$ cat src/rtl/counter_sequencer.sv
// Command-driven controller for an 8-bit up-counter with terminal value, prescaler,
// one-shot/periodic modes and pause/resume. All outputs are registered.
module counter_sequencer #(
  parameter int WIDTH = 8
) (
  input  logic             clk,
  input  logic             rst_n,
  input  logic             ena,
  input  logic             cmd_valid,
  output logic             cmd_ready,
  input  logic [2:0]       cmd_op,
  input  logic [WIDTH-1:0] cmd_data,
  output logic [WIDTH-1:0] count,
  output logic [1:0]       state,
  output logic             wrap,
  output logic             done
);

  localparam logic [1:0] S_IDLE  = 2'd0;
  localparam logic [1:0] S_RUN   = 2'd1;
  localparam logic [1:0] S_PAUSE = 2'd2;
  localparam logic [1:0] S_DONE  = 2'd3;

  localparam logic [2:0] OP_NOP     = 3'd0;
  localparam logic [2:0] OP_LOAD    = 3'd1;
  localparam logic [2:0] OP_SET_TOP = 3'd2;
  localparam logic [2:0] OP_SET_DIV = 3'd3;
  localparam logic [2:0] OP_START   = 3'd4;
  localparam logic [2:0] OP_PAUSE   = 3'd5;
  localparam logic [2:0] OP_RESUME  = 3'd6;
  localparam logic [2:0] OP_STOP    = 3'd7;

  logic [1:0]       state_r, state_nx, run_nx;
  logic [WIDTH-1:0] count_r, count_nx;
  logic [WIDTH-1:0] top_r, top_nx;
  logic [WIDTH-1:0] div_r, div_nx;
  logic [WIDTH-1:0] presc_r, presc_nx;
  logic             mode_r, mode_nx;
  logic             wrap_r, wrap_nx;
  logic             ready_r;
  logic             done_r, done_nx;
  logic             accept_s, tick_s, step_s, discard_s, keep_step_s, terminal_s;

  // Step qualification; commands that own the counter suppress a colliding step.
  always_comb begin
    accept_s = cmd_valid && ready_r;
    tick_s   = (state_r == S_RUN) && ena;
    step_s   = tick_s && (presc_r == div_r);
    case (cmd_op)
      OP_LOAD, OP_SET_DIV, OP_START, OP_PAUSE, OP_STOP: discard_s = accept_s;
      default:                                          discard_s = 1'b0;
    endcase
    keep_step_s = step_s && !discard_s;
    terminal_s  = keep_step_s && (count_r >= top_r);
  end

  // FSM state register.
  always_ff @(posedge clk) begin
    if (!rst_n) begin
      state_r <= S_IDLE;
    end else begin
      state_r <= state_nx;
    end
  end

  // FSM next-state: step outcome first, then any accepted command.
  always_comb begin
    run_nx   = (terminal_s && !mode_r) ? S_DONE : state_r;
    state_nx = run_nx;
    if (accept_s) begin
      case (cmd_op)
        OP_LOAD:   state_nx = (state_r == S_DONE)  ? S_IDLE  : state_r;
        OP_START:  state_nx = S_RUN;
        OP_PAUSE:  state_nx = (state_r == S_RUN)   ? S_PAUSE : state_r;
        OP_RESUME: state_nx = (state_r == S_PAUSE) ? S_RUN   : run_nx;
        OP_STOP:   state_nx = S_IDLE;
        default:   state_nx = run_nx;
      endcase
    end else begin
      state_nx = run_nx;
    end
  end

  // FSM outputs, computed from the next state so they register alongside it.
  always_comb begin
    done_nx = (state_nx == S_DONE);
    wrap_nx = terminal_s;
  end

  // Datapath next values.
  always_comb begin
    top_nx  = top_r;
    div_nx  = div_r;
    mode_nx = mode_r;
    if (tick_s) begin
      presc_nx = (presc_r == div_r) ? '0 : presc_r + WIDTH'(1);
    end else begin
      presc_nx = presc_r;
    end
    if (keep_step_s) begin
      count_nx = terminal_s ? '0 : count_r + WIDTH'(1);
    end else begin
      count_nx = count_r;
    end
    if (accept_s) begin
      case (cmd_op)
        OP_LOAD: begin
          count_nx = cmd_data;
          presc_nx = '0;
        end
        OP_SET_TOP: top_nx = cmd_data;
        OP_SET_DIV: begin
          div_nx   = cmd_data;
          presc_nx = '0;
        end
        OP_START: begin
          mode_nx  = cmd_data[0];
          presc_nx = '0;
        end
        OP_PAUSE: presc_nx = presc_r;
        OP_STOP: begin
          count_nx = '0;
          presc_nx = '0;
        end
        default: top_nx = top_r;
      endcase
    end else begin
      top_nx = top_r;
    end
  end

  // Datapath and output registers.
  always_ff @(posedge clk) begin
    if (!rst_n) begin
      count_r <= '0;
      top_r   <= '1;
      div_r   <= '0;
      presc_r <= '0;
      mode_r  <= 1'b0;
      wrap_r  <= 1'b0;
      done_r  <= 1'b0;
      ready_r <= 1'b0;
    end else begin
      count_r <= count_nx;
      top_r   <= top_nx;
      div_r   <= div_nx;
      presc_r <= presc_nx;
      mode_r  <= mode_nx;
      wrap_r  <= wrap_nx;
      done_r  <= done_nx;
      ready_r <= 1'b1;
    end
  end

  assign count     = count_r;
  assign state     = state_r;
  assign wrap      = wrap_r;
  assign done      = done_r;
  assign cmd_ready = ready_r;

endmodule

$ cat config.mk
export PLATFORM = sky130hd
export DESIGN_NAME = counter_sequencer
export DESIGN_NICKNAME = d
export VERILOG_FILES = /design/src/rtl/counter_sequencer.sv
export SDC_FILE = /design/constraint.sdc
export NUM_CORES = 1
export LEC_CHECK = 0
export ABC_AREA = 1
export CAP_MARGIN = 20
export CORE_MARGIN = 1
export CORE_UTILIZATION = 51
export DETAILED_ROUTE_END_ITERATION = 6
export GPL_TIMING_DRIVEN = 0
export PLACE_DENSITY = 0.74
export REMOVE_ABC_BUFFERS = 1
export SYNTH_ARGS = -nofsm -noshare
export SYNTH_HDL_FRONTEND = slang
export SYNTH_SLANG_ARGS = --single-unit
$ cat constraint.sdc
create_clock -name clk -period 2.21 [get_ports clk]
set_clock_uncertainty 0.05 [all_clocks]
set_input_delay 0.221 -clock clk [delete_from_list [all_inputs] [get_ports clk]]
set_output_delay 0.221 -clock clk [all_outputs]
set_load 0.02 [all_outputs]
==> metrics.log <==
INFO  metric synth_cell_types = 31
INFO  metric leakage_dissipation = 1.218 nW
INFO  metric drive_gt1_share = around 8.5%
INFO  metric syn-cell-area = between 0.002 and 0.0025 sq mm
INFO  metric finalInstanceArea = 0.002613 sq mm
INFO  metric ys_seq_elements = 38
INFO  metric drv.max_cap_violation_count = 0
INFO  metric final_critical_path_setup_slack = 0.2090 ns
INFO  metric slowest_delay = between 0.5 and 0.6 ns
INFO  metric pwr_density_cell = 487.3 mW/mm^2
INFO  metric sinks_on_the_clock_net = 38
INFO  metric groute.layer.met1.usage = 29.76%
INFO  metric leftover_overflow_at_the_end_of_global_routing = 0
INFO  metric cp_data_required_time = 2.38 ns
INFO  metric clock_tree_from_tritoncts = built
INFO  metric stdcell_count = 413
INFO  metric crit_path_top_delay_cell = clkdlybuf4s50_1
INFO  metric design.core.area = about 0.0041 sq mm
INFO  metric layout.area.seq = 762.0 sq um
INFO  metric slew_violations = 0
INFO  metric post-route-drc-count = 0
INFO  metric place_inst = 406
INFO  metric place_congestion = approximately 0.8
INFO  metric setup-violations-final = 0
INFO  metric chipWidth = 68.08 um
INFO  metric fillCellCount = 399
INFO  metric pin_count_of_the_biggest_net_entering_global_routing = 18
INFO  metric globalRoute.busiestLayer = met2
INFO  metric multi_input_area = ~0.0012 sq mm
INFO  metric synthToLayoutAreaGrowth = 17.30%
INFO  metric h_tree_level_count = 2
INFO  metric ant_nets = 0
INFO  metric fp-row-count = 23
INFO  metric gate_count_of_the_mapped_netlist = 335
INFO  metric drt_pre_antenna_iters = 4
INFO  metric cts_buffer_depth = 2
INFO  metric grt.total_usage = between 20 and 25%
INFO  metric tightest_slew = 0.6636 ns
INFO  metric setup-tns-final = 0 ns
INFO  metric post-cts-setup-buffers = 0
INFO  metric place_worst_setup_slack = -0.06284 ns
INFO  metric worstPathCellList = clkdlybuf4s50_1 -> nand2_1 -> nand2_1 -> nand2_1 -> inv_1 -> nor2_4 -> nand2_1 -> o21ai_1 -> nand2_1 -> a21oi_1
INFO  metric route.detailed.vias_per_inst = 5.073
INFO  metric cts_root_buf = clkbuf_8
INFO  metric grt_pass1_vias = between 1500 and 2000
INFO  metric placed_cell_areas = around 0.0025 sq mm
INFO  metric groute.layer.met3.usage = under 10%
INFO  metric timing.slew.headroom = roughly 56%
INFO  metric route.final.wire_length = 4909 um
INFO  metric avgRoutedWirePerCell = 11.89 um
INFO  metric grt_setup_unrepaired = false
INFO  metric layout.cells.most_common_list = 90 x nand2_1, 51 x inv_1, 37 x dfxtp_1
INFO  metric startpoint_type = primary input
INFO  metric portBuffers = 27
INFO  metric power.combinational.fraction = 10.1%
INFO  metric setup.worst_path.class = in -> reg
INFO  metric fmax = ~500 MHz
INFO  metric grt_first_pass_wirelength = roughly 8500 um
INFO  metric final.min_clock_period = 2.001 ns
INFO  metric synth_top_cells_by_area = dfxtp_1 34%, nand2_1 15%, inv_1 8.6%, nor2_1 5.7%, ha_1 5.6%
INFO  metric nNetsFinal = 388
INFO  metric irDropWorstVdd = 0.0003891 V
INFO  metric insertion_delay = 0.29 ns
INFO  metric crit_fanout = 13
INFO  metric initial_util = a little over half
INFO  metric final.period_utilization = 90.54%
INFO  metric synth.yosys.warnings = 0
INFO  metric yosys.area.top_type = dfxtp_1
INFO  metric outcome = finished clean
INFO  metric netSwitchingPower = 0.3093 mW
INFO  metric crit_path_frequent_cell = nand2_1
INFO  metric detailroute.via_count = 2095
INFO  metric die-area = 0.004635 sq mm
INFO  metric data_arrival_at_the_endpoint_of_the_critical_path = 2.17 ns
INFO  metric io-pin-count = 28
INFO  metric antennaDiodeCount = 0
INFO  metric final_common_cell = nand2_1
INFO  metric cts-buffers-inserted = 5
INFO  metric ys_seq_area_share = 34.16%
INFO  metric cts_hold_repair.buffers = 0
INFO  metric hpwlAfterDp = 3739 um
INFO  metric seq_power_share = 55.2%
INFO  metric power_frac_clock = about a third
INFO  metric layout.core_utilization = 63.93%
INFO  metric number_of_antenna_violations_at_the_first_check_in_global_routing = 0
INFO  metric cp-end-kind = flop
INFO  metric clk_transition_reported_paths = 0.07 ns
INFO  metric die_y = a little under 70 um
INFO  metric power.internal = between 0.9 and 1 mW
INFO  metric post_synth.cell_area_avg = 6.648 sq um
INFO  metric globalRouteMet2Util = 43.14%
INFO  metric fraction_of_synthesized_cell_area_taken_by_the_top_area_cell_type = roughly a third
INFO  metric min-delay-path-class = reg -> reg
INFO  metric finalHoldViolCount = 0
INFO  metric switching_share = between 20 and 25%
INFO  metric iteration_0_drc_markers = 104
-- final timing paths --
check / start / endpoint / slack (ns) / cells after the start
worst max-delay path: cmd_op[2] / done / 0.21 / 10
worst min-delay path: mode_r / mode_r / 0.41 / 2
worst max register to register: count[0] / count[2] / 0.22 / 11
worst min register to register: mode_r / mode_r / 0.41 / 2
-- Yosys cell counts --
library cell,instances
nand2_1,90
inv_1,51
dfxtp_1,38
nor2_1,34
a21oi_1,22
nand3_1,19
ha_1,10
o211ai_1,8
o21ai_0,8
inv_2,7
a211oi_1,5
nand4_1,5
nor3_1,5
nand3_2,4
nand2_2,3
nor2_2,3
nor2_4,3
a21oi_2,2
buf_1,2
clkbuf_1,2
o21ai_1,2
xnor2_1,2
xor2_1,2
and3_1,1
buf_2,1
buf_6,1
nand3_4,1
nand3b_1,1
nor3b_1,1
o21bai_1,1
o31ai_1,1
-- kinds of logic (layout without fill, tap and decap cells) --
family                     after synthesis  after routing  synth area share (%)
AOI/OAI and AO/OA                       49             49                 13.03
xor gates and xnor gates                 4              4                 1.573
adders and majority gates               10             10                 5.618
buffers and inverters                   64             92                 11.18
DFF                                     38             38                 34.16
and+or+nand+nor                        170            170                 34.44
-- stage by stage --
step / hold slack [ns] / total power, mW
2_1_floorplan: 0.1987 / 0.7838
3_3_place_gp: 0.4012 / 0.8442
3_5_place_dp: 0.4076 / 0.8468
4_1_cts: 0.4174 / 1.289
5_1_grt: 0.4595 / 1.330
6_report: 0.4135 / 1.273
-- routing by layer --
metal  up-vias  part of all wire, %  wire length (um)
li1       1119                    -                 -
met2        38                   49              2388
met3         8                  3.8               187
met5         -                    0                 0
met1       930                   46              2263
met4         0                  1.4                70
-- flip-flops by register name (all words and copies together) (netlist names) --
| register | flops |
|---|---|
| cmd_ready | 1 |
| count | 8 |
| div_r | 8 |
| done | 1 |
| mode_r | 1 |
| presc_r | 8 |
| state | 2 |
| top_r | 8 |
| wrap | 1 |
-- final cells by class --
cell class / count / share of cell area, %
multi-input combinational: 233 / 46.84
sequential: 38 / 29.17
timing repair buffer: 27 / 10.34
inverter: 58 / 8.333
clock buffer: 7 / 2.921
tap: 50 / 2.395
-- worst max-delay path: cells and delay by family --
| family | cells | cell delay, ns |
|---|---|---|
| buf+inv | 2 | 0.66 |
| compound gates | 2 | 0.30 |
| simple gates | 6 | 0.97 |
-- repair_timing --
item                       4_1_cts  5_1_grt
resized for setup                0        3
hold endpoints to repair         0        0
setup endpoints to repair        0        6
-- power groups by stage --
stage,Combinational (mW),Sequential (mW),Clock [mW]
5_1_grt,0.144,0.703,0.482
2_1_floorplan,0.0637,0.720,0
4_1_cts,0.129,0.702,0.458
3_5_place_dp,0.129,0.718,0
3_3_place_gp,0.127,0.717,0
6_report,0.129,0.702,0.442
No activity file was read; power rests on OpenSTA's default activity.
